===== config.mk =====
export PLATFORM = sky130hd
export DESIGN_NAME = spi_reg_ctrl
export DESIGN_NICKNAME = d
export VERILOG_FILES = /design/src/rtl/spi_reg_ctrl.sv
export SDC_FILE = /design/constraint.sdc
export NUM_CORES = 1
export LEC_CHECK = 0
export CORE_MARGIN = 3
export CORE_UTILIZATION = 43
export CTS_BUF_LIST = sky130_fd_sc_hd__clkbuf_8
export DETAILED_ROUTE_END_ITERATION = 10
export PLACE_DENSITY = 0.9
export SETUP_SLACK_MARGIN = 0.02
export SYNTH_ARGS = -nofsm -noshare
export SYNTH_HDL_FRONTEND = slang
export SYNTH_SLANG_ARGS = --single-unit

===== constraint.sdc =====
create_clock -name clk -period 1.52 [get_ports clk]
set_clock_uncertainty 0.2 [all_clocks]
set_input_delay 0.456 -clock clk [delete_from_list [all_inputs] [get_ports clk]]
set_output_delay 0.456 -clock clk [all_outputs]
set_load 0.02 [all_outputs]

===== src/rtl/spi_reg_ctrl.sv =====
// ----------------------------------------------------------------------------
// spi_reg_ctrl
//
// Frame controller behind an SPI slave byte engine. Each SSEL-framed message
// is a command byte (bit7 = 1 write / 0 read, bits 6:0 = start address)
// followed by data bytes. Writes issue one register write per received byte.
// Reads fetch a register and hand it to the slave's transmit shift register
// before the next byte. The status byte is loaded at message start, and
// frames that carried at least one data byte are counted.
//
// Configuration macro: SPI_REG_CTRL_AUTOINC_EN
//   defined   - address advances after every data access (wraps 7'h7F->0)
//   undefined - address stays at the command address for the whole frame
//
// Ports:
//   clk, rst_n        system clock, asynchronous active-low reset
//   ssel_active       synchronized SSEL, high while a message is in progress
//   start_msg/end_msg single-cycle pulses at SSEL falling/rising edge
//   rx_valid/rx_byte  received byte strobe and data
//   tx_load/tx_byte   load pulse and byte for the slave transmit register
//   reg_addr          register bank address
//   reg_we/reg_wdata  register write strobe and data
//   reg_re/reg_rdata  register read strobe; data valid the cycle after reg_re
//   busy              high whenever the controller is not idle
//   frame_cnt         count of completed frames with at least one data byte
// ----------------------------------------------------------------------------
module spi_reg_ctrl (
    input  logic       clk,
    input  logic       rst_n,
    input  logic       ssel_active,
    input  logic       start_msg,
    input  logic       end_msg,
    input  logic       rx_valid,
    input  logic [7:0] rx_byte,
    output logic       tx_load,
    output logic [7:0] tx_byte,
    output logic [6:0] reg_addr,
    output logic       reg_we,
    output logic [7:0] reg_wdata,
    output logic       reg_re,
    input  logic [7:0] reg_rdata,
    output logic       busy,
    output logic [7:0] frame_cnt
);

    localparam logic [7:0] STATUS_BYTE = 8'h05;

`ifdef SPI_REG_CTRL_AUTOINC_EN
    localparam bit AutoInc = 1'b1;
`else
    localparam bit AutoInc = 1'b0;
`endif

    typedef enum logic [2:0] {
        IDLE,
        CMD,
        WRITE,
        RD_FETCH,
        READ
    } state_e;

    state_e     state_q;
    logic       tx_load_q;
    logic [7:0] tx_byte_q;
    logic       rdsel_q;
    logic [6:0] reg_addr_q;
    logic       reg_we_q;
    logic [7:0] reg_wdata_q;
    logic       reg_re_q;
    logic       busy_q;
    logic [7:0] frame_cnt_q;
    logic       data_seen_q;

    // Read data arrives on reg_rdata in the same cycle tx_load is pulsed, so
    // tx_byte passes reg_rdata through for that cycle (rdsel_q) and the value
    // is captured into tx_byte_q on the following edge to keep tx_byte stable.
    always_ff @(posedge clk or negedge rst_n) begin
        if (!rst_n) begin
            state_q     <= IDLE;
            tx_load_q   <= 1'b0;
            tx_byte_q   <= '0;
            rdsel_q     <= 1'b0;
            reg_addr_q  <= '0;
            reg_we_q    <= 1'b0;
            reg_wdata_q <= '0;
            reg_re_q    <= 1'b0;
            busy_q      <= 1'b0;
            frame_cnt_q <= '0;
            data_seen_q <= 1'b0;
        end else begin
            tx_load_q <= 1'b0;
            reg_we_q  <= 1'b0;
            reg_re_q  <= 1'b0;
            if (rdsel_q) begin
                tx_byte_q <= reg_rdata;
                rdsel_q   <= 1'b0;
            end

            if (start_msg) begin
                // New message (also aborts any frame in progress, uncounted)
                state_q     <= CMD;
                busy_q      <= 1'b1;
                tx_load_q   <= 1'b1;
                tx_byte_q   <= STATUS_BYTE;
                rdsel_q     <= 1'b0;
                data_seen_q <= 1'b0;
            end else if (state_q != IDLE && (end_msg || !ssel_active)) begin
                // Frame ends: any pending fetch/load is dropped
                state_q     <= IDLE;
                busy_q      <= 1'b0;
                rdsel_q     <= 1'b0;
                data_seen_q <= 1'b0;
                if (end_msg && data_seen_q)
                    frame_cnt_q <= frame_cnt_q + 8'd1;
            end else begin
                case (state_q)
                    IDLE: ;
                    CMD: begin
                        if (rx_valid) begin
                            reg_addr_q <= rx_byte[6:0];
                            if (rx_byte[7]) begin
                                state_q <= WRITE;
                            end else begin
                                state_q  <= RD_FETCH;
                                reg_re_q <= 1'b1;
                            end
                        end
                    end
                    WRITE: begin
                        // Advance on the edge that ends the write strobe
                        if (reg_we_q && AutoInc)
                            reg_addr_q <= reg_addr_q + 7'd1;
                        if (rx_valid) begin
                            reg_we_q    <= 1'b1;
                            reg_wdata_q <= rx_byte;
                            data_seen_q <= 1'b1;
                        end
                    end
                    RD_FETCH: begin
                        tx_load_q <= 1'b1;
                        rdsel_q   <= 1'b1;
                        state_q   <= READ;
                        if (AutoInc)
                            reg_addr_q <= reg_addr_q + 7'd1;
                    end
                    READ: begin
                        if (rx_valid) begin
                            data_seen_q <= 1'b1;
                            reg_re_q    <= 1'b1;
                            state_q     <= RD_FETCH;
                        end
                    end
                    default: begin
                        state_q <= IDLE;
                        busy_q  <= 1'b0;
                    end
                endcase
            end
        end
    end

    assign tx_load   = tx_load_q;
    assign tx_byte   = rdsel_q ? reg_rdata : tx_byte_q;
    assign reg_addr  = reg_addr_q;
    assign reg_we    = reg_we_q;
    assign reg_wdata = reg_wdata_q;
    assign reg_re    = reg_re_q;
    assign busy      = busy_q;
    assign frame_cnt = frame_cnt_q;

endmodule

==> results.toml, run 1 <==
[power_and_ir_drop]
powerDensity_nw_per_um2 = 815
peakVddDrop_mv = 0.668
power_mw = 2.41
p_leak_nw = 1.46

[sta]
hold_viol_final = 0
setup_ws_ns = -0.450
finalCritPeriodShare = 1.30
maxSlewViolCount = 0
worst_slew_pin_slew_ns = 0.301
slew_headroom = 0.799
setup_violations = 12
finalCriticalPeriod_ns = 1.97
rsz0062_at_grt = "true"
fmax_ghz = 0.508
setup_tns_ns = -3.48

[layout]
final_layout_size_suffix_gt1_frac = 0.602
final-seq-area_um2 = 1010
fill_cells = 244
area_growth_pct = 66.9
diodes = 0
multi_input_area_um2 = 892
layout.cells.non_filler = 279
stdcell_area_um2 = 2960
finalNetCount = 253

[worst_hold_path]
min_path_cells = 1
hold_class = "flip-flop to flip-flop"
min_to = "reg_addr[2]"
hold_start = "reg_addr[2]"

[outcome]
outcome = "complete, but fails checks"
failed_checks = "negative setup slack"

[die]
rows = 22
dieArea_um2 = 4920
dieHeight_um = 70.2
design.core.area_um2 = 3830
initial_utilization = 0.463
die_w_um = 70.2
ios = 57

[synth]
syn-num-nets = 155
synthTopCellsByArea = "dfrtp_1 (57%), mux2_2 (15%), xor2_1 (4.0%), nor2b_1 (2.5%), nand4_4 (2.4%)"
ys_ff_latch = 40
synth_top_cell_area_share = 0.565
synth.most_common_cell = "dfrtp_1"
avgSynthCellArea_um2 = 13.4
synth-edff-count = 0
synth_cell_types = 36
syn_area_um2 = 1770
synth_commonest_cells = "dfrtp_1 (40), mux2_2 (24), xor2_1 (8)"
synthArstFlopShare = 1.00
netlist_instances = 132
ys_warn_count = 0
yosysTopAreaCell = "dfrtp_1"
synth_flop_cell = "dfrtp_1"
yosysSeqAreaShare = 0.565

[route]
top_layer = "met4"
first_pass_iters = 4
vias_per_cell = 4.93
drc = 0
drtIter0Drc = 22
wl_per_cell_um = 15.6
route.met3.wl_um = 249
vias = 1376
drt-total-wl_um = 4360
wl_met1_um = 1720
final_antenna_net_count = 0
wl_met2_um = 2360

[critical_path]
path_cells = "buf_4, mux2_4, buf_6"
critPathBufInv = 2
path_class = "flip-flop to output port"
crit_required_ns = 0.86
worstPathArrival_ns = 1.31
slowest_delay_ns = 0.45
r2r_cells = 4
reg2reg_to = "frame_cnt[1]"
crit_fanout = 5
cpMaxStageDelayCell = "dfrtp_2"
r2r_slack_ns = -0.01
cp-start-kind = "flip-flop"
r2r_start = "state_q[0]"
cp-end-kind = "output port"
path_delay_family = "flip-flops"

[clocking]
numCtsBuffers = 5
clk_path_buf_depth = 2
cts_root_buf = "clkbuf_8"
cts.sinks = 40
insertion_delay_ns = 0.28
cts_tree = "built"
clkTransAtPathRegs_ns = 0.07
cts_max_level = 2

[global_routing]
overflow = 0
grt_pass1_wl_um = 6990
grt_pass1_vias = 1469
grt_antenna_before_repair = 0
grt_max_degree = 27
grt.total_usage = 0.178

[placement]
gp_congestion = 0.798
placed_area_um2 = 2590
post-dp-hpwl_um = 2850
place_inst = 254
portBuffers = 56

[job]
maxCapViolations = 0
-- stage by stage --
| step | utilization | hold WS [ns] | worst slack, ns |
|---|---|---|---|
| after CTS | 0.712 | 0.285 | -0.460 |
| final | 0.772 | 0.301 | -0.450 |
| after floorplan | - | -0.0396 | -0.00986 |
| after global routing | 0.772 | 0.317 | -0.503 |
| after detailed placement | 0.677 | 0.232 | -0.802 |
| after global placement | 0.677 | 0.231 | -0.795 |
-- what timing repair did --
| item | 4_1_cts | 5_1_grt |
|---|---|---|
| setup endpoints to repair | 67 | 54 |
| resized for setup | 192 | 49 |
| hold buffers | 1 | 0 |
| cloned | 1 | 0 |
| setup buffers | 9 | 6 |
| pin swaps | 5 | 11 |
| hold endpoints to repair | 40 | 0 |
-- power breakdown --
group | internal, mW | switching [mW] | leakage [nW]
combinational | 0.278 | 0.249 | 0.894
clock | 0.361 | 0.333 | 0.0486
sequential | 1.14 | 0.0484 | 0.520
-- per-layer routing --
| layer | track usage | vias up |
|---|---|---|
| met4 | 0.0319 | 0 |
| met2 | 0.321 | 41 |
| met3 | 0.0432 | 3 |
| met1 | 0.216 | 673 |
| li1 | - | 659 |
| met5 | 0 | - |
-- cell type report --
cell class / count / area share
sequential: 40 / 0.340
multi-input combinational: 84 / 0.302
timing repair buffer: 95 / 0.301
clock buffer: 6 / 0.0279
tap: 48 / 0.0203
inverter: 4 / 0.00508
clock inverter: 2 / 0.00381
-- placed cells by master, fill, tap and decap left out, types with 4 or more instances in the layout --
master           instances
inv_1                    5
mux2_2                  14
buf_2                   13
clkdlybuf4s50_1         14
xor2_1                   7
buf_6                   35
clkbuf_8                 6
dfrtp_2                  4
dfrtp_1                 36
mux2_4                  10
buf_4                   26
nor2b_1                  7
nand2_1                  4
-- flip-flops by register name, summed over array words and instances (netlist names) --
name,flops
frame_cnt,8
data_seen_q,1
rdsel_q,1
busy,1
reg_re,1
reg_we,1
tx_byte_q,8
reg_addr,7
reg_wdata,8
tx_load,1
state_q,3
-- worst max path at each step --
stage                  from      endpoint  slack (ns)  cells past startpoint
2_1_floorplan     start_msg  reg_wdata[0]       -0.01                      3
3_3_place_gp   reg_rdata[1]    tx_byte[1]       -0.79                      3
3_5_place_dp   reg_rdata[2]    tx_byte[2]       -0.80                      3
4_1_cts             rdsel_q    tx_byte[2]       -0.46                      3
5_1_grt             rdsel_q    tx_byte[2]       -0.50                      3
6_report            rdsel_q    tx_byte[2]       -0.45                      3
-- logic make-up after synthesis --
family          count (synthesis)  share of synthesized area
compound gates                 12                     0.0466
xor+xnor                        8                     0.0396
fa+ha+maj                       1                    0.00707
mux                            24                      0.153
simple gates                   38                      0.164
buf+inv                         9                     0.0247
flops                          40                      0.565
(Power assumes the default switching activity.)
==> run 2: changes to the inputs <==
--- a/config.mk
+++ b/config.mk
@@ -10,4 +10,5 @@
 export CTS_BUF_LIST = sky130_fd_sc_hd__clkbuf_8
 export DETAILED_ROUTE_END_ITERATION = 10
+export MAX_ROUTING_LAYER = met4
 export PLACE_DENSITY = 0.9
 export SETUP_SLACK_MARGIN = 0.02
--- a/constraint.sdc
+++ b/constraint.sdc
@@ -3,3 +3,3 @@
 set_input_delay 0.456 -clock clk [delete_from_list [all_inputs] [get_ports clk]]
 set_output_delay 0.456 -clock clk [all_outputs]
-set_load 0.02 [all_outputs]
+set_load 0.01 [all_outputs]
==> run 2 against run 1 <==
The run still ends with negative setup slack left. Highest routed layer unchanged. Maximum frequency rose by 1.7%. Sequential share of layout area is 1.4 points higher. First-iteration DRC count decreased by 9.1%. Routed wire length rose by 4.5%. Hold slack got worse by 0.018 ns. Power down 2.9%. Count of clock-buffer cells in the layout unchanged. Clock power rose by 4.5%. Combinational power down 18%. Sequential cell count unchanged. Non-clock buffer count is 3 lower. Largest cell class unchanged. Worst setup slack gained 0.033 ns.
==> results.toml, run 2 (synthesized netlist as in run 1, its figures left out) <==
[global_routing]
overflow = 0
grt_pass1_wl_um = 6980
grt.total_usage = 0.187
grt_pass1_vias = 1514
grt_max_degree = 41
grt_antenna_before_repair = 0

[die]
rows = 22
dieArea_um2 = 4920
dieHeight_um = 70.2
die_w_um = 70.2
initial_utilization = 0.463
ios = 57
design.core.area_um2 = 3830

[clocking]
insertion_delay_ns = 0.29
cts_tree = "built"
cts.sinks = 40
clk_path_buf_depth = 2
numCtsBuffers = 5
clkTransAtPathRegs_ns = 0.08
cts_max_level = 2
cts_root_buf = "clkbuf_8"

[sta]
finalCriticalPeriod_ns = 1.94
fmax_ghz = 0.516
setup_ws_ns = -0.417
worst_slew_pin_slew_ns = 0.344
hold_viol_final = 0
setup_violations = 28
rsz0062_at_grt = "true"
maxSlewViolCount = 0
slew_headroom = 0.770
finalCritPeriodShare = 1.27

[route]
first_pass_iters = 4
wl_per_cell_um = 16.5
final_antenna_net_count = 0
drtIter0Drc = 20
drt-total-wl_um = 4550
drc = 0
vias = 1384
vias_per_cell = 5.01

[outcome]
failed_checks = "negative setup slack"
outcome = "complete, but fails checks"

[layout]
finalNetCount = 250
final_cell_mix = "dfrtp_1 (37), buf_2 (29), buf_6 (21), buf_4 (21), clkdlybuf4s50_1 (16)"
final_common_cell = "dfrtp_1"
diodes = 0
stdcell_area_um2 = 2840
final_layout_size_suffix_gt1_frac = 0.566
area_growth_pct = 60.1

[power_and_ir_drop]
share_comb_of_total_power = 0.185
p_seq_frac = 0.505
power_mw = 2.34
peakVddDrop_mv = 0.785
powerDensity_nw_per_um2 = 824
p_clk_frac = 0.310
switching_share = 0.258
p_int_mw = 1.73
p_leak_nw = 1.43
switchingPower_uw = 603

[critical_path]
path_class = "flip-flop to output port"
cp-start-kind = "flip-flop"
cp-end-kind = "output port"
crit_fanout = 8
worstPathArrival_ns = 1.28
crit_required_ns = 0.86

[worst_hold_path]
hold_class = "flip-flop to flip-flop"

[job]
maxCapViolations = 0

[placement]
post-dp-hpwl_um = 2810
placed_area_um2 = 2550
gp_congestion = 0.795
portBuffers = 56
==> run 2: cell types whose count changed in the layout (fill, tap and decap cells not counted), moves of 2 or more <==
cell             previous run  this run
a21oi_1                     1         3
buf_2                      13        29
buf_4                      26        21
buf_6                      35        21
clkdlybuf4s15_2             2         0
clkdlybuf4s50_1            14        16
==> run 2: per-layer routing <==
metal / share of wire / track usage / wire [um]
met5: 0 / - / 0
met4: 0.017 / 0.0851 / 79
met3: 0.047 / 0.0432 / 214
met2: 0.53 / 0.311 / 2420
met1: 0.40 / 0.214 / 1840
==> run 2: critical path, cell delays in order (launching register included) <==
cell and delay [ns]:
dfrtp_1 0.40, buf_12 0.15, mux2_4 0.31, buf_6 0.12
==> run 2: what timing repair did <==
action,CTS,global route
hold endpoints to repair,40,0
pin swaps,10,12
hold buffers,1,0
buffers inserted,9,5
endpoints found under the setup margin,64,54
gates resized for setup,183,20
gates cloned,1,0
==> run 2: area by class of cell <==
class / count / area [um2]
Sequential cell: 40 / 1000
Tap cell: 48 / 60.1
Inverter: 4 / 15.0
Clock inverter: 2 / 11.3
Clock buffer: 6 / 82.6
Multi-Input combinational cell: 84 / 893
Timing Repair Buffer: 92 / 768
Fill cell: 239 / 991
==> run 2: power groups by stage <==
stage	Sequential, mW	Clock (mW)	Combinational (mW)
2_1_floorplan	1.23	0	0.119
3_3_place_gp	1.19	0	0.421
3_5_place_dp	1.20	0	0.428
4_1_cts	1.18	0.741	0.411
5_1_grt	1.19	0.782	0.462
6_report	1.18	0.725	0.432
==> run 2: path summary, 6_finish.rpt <==
kind                            start      endpoint  slack [ns]  cells after the start
min reg2reg                      busy          busy        0.28                      1
max in group asynchronous       rst_n    state_q[2]        0.46                      3
max reg2reg                state_q[0]  frame_cnt[1]       -0.06                      4
max                           rdsel_q    tx_byte[2]       -0.42                      3
min in group asynchronous       rst_n  reg_wdata[4]        0.46                      3
min                              busy          busy        0.28                      1
==> run 2: stage by stage <==
| step | hold WS (ns) | worst slack [ns] | utilization | instances | setup TNS, ns |
|---|---|---|---|---|---|
| floorplan | -0.0396 | -0.00986 | - | 132 | -0.0869 |
| global placement | 0.242 | -0.767 | 0.665 | 252 | -23.78 |
| detailed placement | 0.242 | -0.754 | 0.665 | 252 | -24.76 |
| CTS | 0.286 | -0.422 | 0.708 | 271 | -3.35 |
| global route | 0.313 | -0.450 | 0.741 | 276 | -4.93 |
| finish | 0.283 | -0.417 | 0.741 | 276 | -3.72 |
==> run 3: changes to the inputs <==
- TNS_END_PERCENT: unset -> 100
==> results of run 3 <==
Same layout as run 2: the final DEF is identical, and so are final timing and power.
